<file path="config.mk">
export PLATFORM = sky130hd
export DESIGN_NAME = mux32_2to1_reg
export DESIGN_NICKNAME = d
export VERILOG_FILES = /design/src/rtl/mux_pkg.sv /design/src/rtl/mux1_2to1.sv /design/src/rtl/mux32_2to1_reg.sv
export SDC_FILE = /design/constraint.sdc
export NUM_CORES = 1
export LEC_CHECK = 0
export ABC_AREA = 1
export CAP_MARGIN = 20
export CORE_UTILIZATION = 35
export CTS_CLUSTER_SIZE = 25
export DETAILED_ROUTE_END_ITERATION = 6
export PLACE_DENSITY = 0.78
export SYNTH_ARGS = -nofsm -noshare
export SYNTH_HDL_FRONTEND = slang
export SYNTH_SLANG_ARGS = --single-unit
</file>
<file path="constraint.sdc">
create_clock -name clk -period 0.9 [get_ports clk]
set_input_delay 0.135 -clock clk [delete_from_list [all_inputs] [get_ports clk]]
set_output_delay 0.135 -clock clk [all_outputs]
set_load 0.05 [all_outputs]
</file>
<file path="src/rtl/mux_pkg.sv">
// Shared constants for the word-select datapath: default width and select encodings.
package mux_pkg;

  localparam int   DATA_W = 32;
  localparam logic SEL_A  = 1'b0;
  localparam logic SEL_B  = 1'b1;

endpackage

</file>
<file path="src/rtl/mux1_2to1.sv">
// Single-bit 2:1 selector; an unknown sel yields X only where a and b differ.
module mux1_2to1
  import mux_pkg::*;
(
  input  logic a,
  input  logic b,
  input  logic sel,
  output logic y
);

  assign y = (sel == SEL_B) ? b : a;

endmodule

</file>
<file path="src/rtl/mux32_2to1_reg.sv">
// WIDTH-bit 2:1 word selector with a combinational output and a registered,
// capture-enabled copy of the selected word plus a valid flag.
module mux32_2to1_reg
  import mux_pkg::*;
#(
  parameter int   WIDTH      = DATA_W,
  parameter logic REG_EN_DEF = 1'b1
) (
  input  logic             clk,
  input  logic             rst_n,
  input  logic [WIDTH-1:0] a,
  input  logic [WIDTH-1:0] b,
  input  logic             op,
  input  logic             cap_en,
  output logic [WIDTH-1:0] result,
  output logic [WIDTH-1:0] result_q,
  output logic             q_valid
);

  logic [WIDTH-1:0] cap_q;
  logic [WIDTH-1:0] cap_d;
  logic             valid_q;
  logic             valid_d;
  logic             en_q;
  logic             en_d;

  genvar gi;
  generate
    for (gi = 0; gi < WIDTH; gi++) begin : g_bit
      mux1_2to1 u_bit (
        .a   (a[gi]),
        .b   (b[gi]),
        .sel (op),
        .y   (result[gi])
      );
    end
  endgenerate

  // en_q starts at REG_EN_DEF after reset and is forced high from the first edge on,
  // so REG_EN_DEF=0 suppresses only the first post-reset capture.
  always_comb begin
    cap_d   = cap_q;
    valid_d = valid_q;
    en_d    = 1'b1;
    if (cap_en && en_q) begin
      cap_d   = result;
      valid_d = 1'b1;
    end
  end

  always_ff @(posedge clk or negedge rst_n) begin
    if (!rst_n) begin
      cap_q   <= '0;
      valid_q <= 1'b0;
      en_q    <= REG_EN_DEF;
    end else begin
      cap_q   <= cap_d;
      valid_q <= valid_d;
      en_q    <= en_d;
    end
  end

  assign result_q = cap_q;
  assign q_valid  = valid_q;

endmodule

</file>
==> impl_metrics.toml, run 1 <==
[run_status]
status = "stopped before the end"
lastStage = "global routing"
error = "[ERROR DPL-0038] Utilization greater than 100%, impossible to legalize"

[placement]
placed_area_mm2 = 0.004423
port_buffers = 132
gp_congestion = 0.7048
hpwl_mm = 5.242

[timing]
worst_endpoint_kind = "output port"
worst_endpoint = "result_q[0]"

[clocking]
cts.sinks = 33
cts-root-buf = "clkbuf_8"
clockBufferDepth = 2
cts_buffers = 5
htree_levels = 2

[floorplan]
num_rows = 28
die_w_um = 82.46
die_h_um = 82.46
ios = 133
start_util_pct = 37.17

[synthesis]
yosysMostFrequentCell = "nand2_1"
avgSynthCellArea_um2 = 6.704
ys_ff_latch = 33
async_flop_share_pct = 100.0
synth_top_cell_area_share_pct = 36.44
synth_flop_cell = "dfrtp_1"
synth_cell_types = 11
syn_area_mm2 = 0.002266
yosys.area.top_type = "dfrtp_1"
synth.area.top_cells = "dfrtp_1, nand2_1, buf_4"
synth-edff-count = 0
syn_nets = 406
synth_common_cells = "nand2_1, inv_1, buf_4"
ys_warn_count = 0
yosysSeqAreaShare_pct = 36.44
synthCells = 338

[global_routing]
grt_max_degree = 34
## logic make-up after synthesis
kind of cell	synth area share (%)
simple gates	37.38
flops	36.44
buf+inv	26.17
## per-stage QoR
stage	utilization [%]	instances	hold slack (ns)	setup slack, ns
after floorplan	-	338	-0.1606	-0.01515
after global placement	72.56	549	0.1046	-0.6220
after detailed placement	72.56	549	0.1179	-0.6878
after CTS	95.30	667	0.2821	-0.1117
## timing repair
action | 4_1_cts
hold buffers | 1
setup endpoints to repair | 98
cloned | 4
endpoints found under the hold margin | 33
buffers inserted | 120
resized for setup | 216
pin swaps | 87
==> run 2: changes to the inputs <==
Settings changed: CORE_UTILIZATION 35 to 38, CTS_CLUSTER_SIZE 25 to not set, PLACE_DENSITY 0.78 to not set, PLACE_DENSITY_LB_ADDON set to 0.15.
Clock period 0.9 ns to 1.17 ns, I/O delays scaled along.
==> run 2 against run 1 <==
- the flow now finishes, with violations (negative setup slack)
- synthesized area unchanged
- synthesized cell count unchanged
==> impl_metrics.toml, run 2 <==
[critical_path]
max_stage_delay_ns = 0.50
reg2reg_slack_ns = 0.29
r2r-end = "result_q[30]"
worstPathRequired_ns = 0.99
cp.arrival_ns = 1.13
startpoint = "b[5]"
start_kind = "input port"
slowest_stage = "clkdlybuf4s50_1"
crit_fanout = 2
path_class = "in -> out"
r2r_cells = 2
crit_chain = "clkdlybuf4s50_1 > inv_1 > nand2_2 > and2_4 > buf_12"
end_kind = "primary output"
r2r_start = "result_q[30]"

[synthesis]
avgSynthCellArea_um2 = 6.704
synth_common_cells = "nand2_1, inv_1, buf_4"
async_flop_share_pct = 100.0
synth-edff-count = 0
yosys.area.top_type = "dfrtp_1"
synth_cell_types = 11
synth_flop_cell = "dfrtp_1"
syn_area_mm2 = 0.002266
synth_top_cell_area_share_pct = 36.44
ys_warn_count = 0
synth.area.top_cells = "dfrtp_1, nand2_1, buf_4"
syn_nets = 406
synthCells = 338
yosysSeqAreaShare_pct = 36.44
yosysMostFrequentCell = "nand2_1"
ys_ff_latch = 33

[global_routing]
grt_max_degree = 34
grt_pass1_wl_mm = 20.19
overflow = 0
grt_use_total_pct = 43.41
first_global_vias = 3838
antenna_found_initial = 3

[floorplan]
die_w_um = 79.22
fp.coreArea_mm2 = 0.005642
num_rows = 27
die_h_um = 79.22
die_area_mm2 = 0.006276
start_util_pct = 40.16
ios = 133

[hold_path]
min_to = "result_q[5]"
hp-class = "in -> reg"
holdPathStages = 5
hold_start = "a[5]"

[power]
ir_drop_v = 0.0009539
finalPower_mw = 5.642
p_per_area_mw_per_mm2 = 1034
leakagePower_nw = 3.113

[drt]
drc = 0
drt_pass1_iterations = 5
wirelength_mm = 16.64
ant_nets = 0
via_count = 3859
wl_per_cell_um = 24.65
dr.first_iter.drc_count = 346
avgViaCountPerCell = 5.717

[final_layout]
nets = 667
layout_commonest_cell = "buf_4"
drive_above_1_share_pct = 47.33
syn_to_final_growth_pct = 140.9
fin_area_mm2 = 0.005459
utilization_pct = 96.76
stdcell_count = 675
fillers = 113
largest_reg_flops = 32
most-common-layout-cells = "buf_4, nand2_1, buf_12"

[timing]
fin_crit_sh_pct = 111.2
rsz0062_at_grt = "yes"
final.setup_skew_ns = 0
relSlewSlack_pct = 68.01
fin_ws_ns = -0.1308
timing.hold.ws_ns = 0.3234
setup_tns_ns = -0.3183
hold_violations = 0
maxSlewViolCount = 0
setup_viol = 13
tightest_slew_ns = 0.4799
finalCriticalPeriod_ns = 1.301
clock.fmax_ghz = 0.7687

[clocking]
cts.sinks = 33
htree_levels = 2
clk_latency_ns = 0.30
clockBufferDepth = 2
cts-root-buf = "clkbuf_8"
cts_buffers = 5
cts_tree = "done"
clk_pin_slew_ns = 0.07

[run_status]
failed_checks = "negative setup slack"
status = "finished with violations"

[placement]
pre_cts_slack_ns = -0.5079
placed_area_mm2 = 0.004335
port_buffers = 132
dp.cells = 540
gp_congestion = 0.7511
hpwl_mm = 4.980

[run]
maxCapViolCount = 0
## run 2: cell counts after synthesis
Identical to the previous run, type by type.
## run 2: report_power, final
part	leakage (nW)	internal (mW)	switching (mW)
sequential	0.392	1.26	0.174
clock	0.0585	0.696	0.508
combinational	2.66	1.46	1.54
## run 2: kinds of logic (layout without fill, tap and decap cells)
kind of cell | Yosys count | in the layout | share of synthesized area, %
and+or+nand+nor | 193 | 193 | 37.38
DFF | 33 | 33 | 36.44
other | 0 | 3 | 0
buffers and inverters | 112 | 374 | 26.17
## run 2: cell type report
cell class                 count  area, µm²  share of cell area, %
timing repair buffer         300       3219                  58.97
multi-input combinational    193      942.2                  17.26
sequential                    33      825.8                  15.13
inverter                      66      257.7                  4.722
tap                           72      90.09                  1.650
clock buffer                   7      86.33                  1.581
clock inverter                 1      30.03                 0.5501
antenna                        3      7.507                 0.1375
## run 2: what timing repair did
item	in CTS	in global routing
endpoints found under the setup margin	47	57
resized for setup	107	9
pin swaps	31	0
cloned	1	1
hold buffers	1	0
hold endpoints to repair	33	0
buffers inserted	121	0
## run 2: worst max-delay path by stage
| stage | slack [ns] | cells after the start | end |
|---|---|---|---|
| final | -0.13 | 5 | result[5] |
| after global placement | -0.45 | 5 | result[7] |
| after floorplan | 0.17 | 6 | result[11] |
| after CTS | -0.04 | 5 | result[5] |
| after detailed placement | -0.51 | 5 | result[17] |
| after global routing | -0.13 | 5 | result[5] |
## run 2: metal layers
metal | vias up | share of wire (%) | track usage (%) | wire length [µm]
li1 | 1468 | - | - | -
met1 | 1761 | 31 | 41.58 | 5224
met2 | 428 | 46 | 77.59 | 7578
met3 | 202 | 11 | 12.87 | 1864
met4 | 0 | 12 | 32.91 | 1969
met5 | - | 0 | 0 | 0
## run 2: critical path, delay by kind of cell
family	cells	cell delay, ns
buffers and inverters	3	0.70
and+or+nand+nor	2	0.24
(Power assumes the default switching activity.)
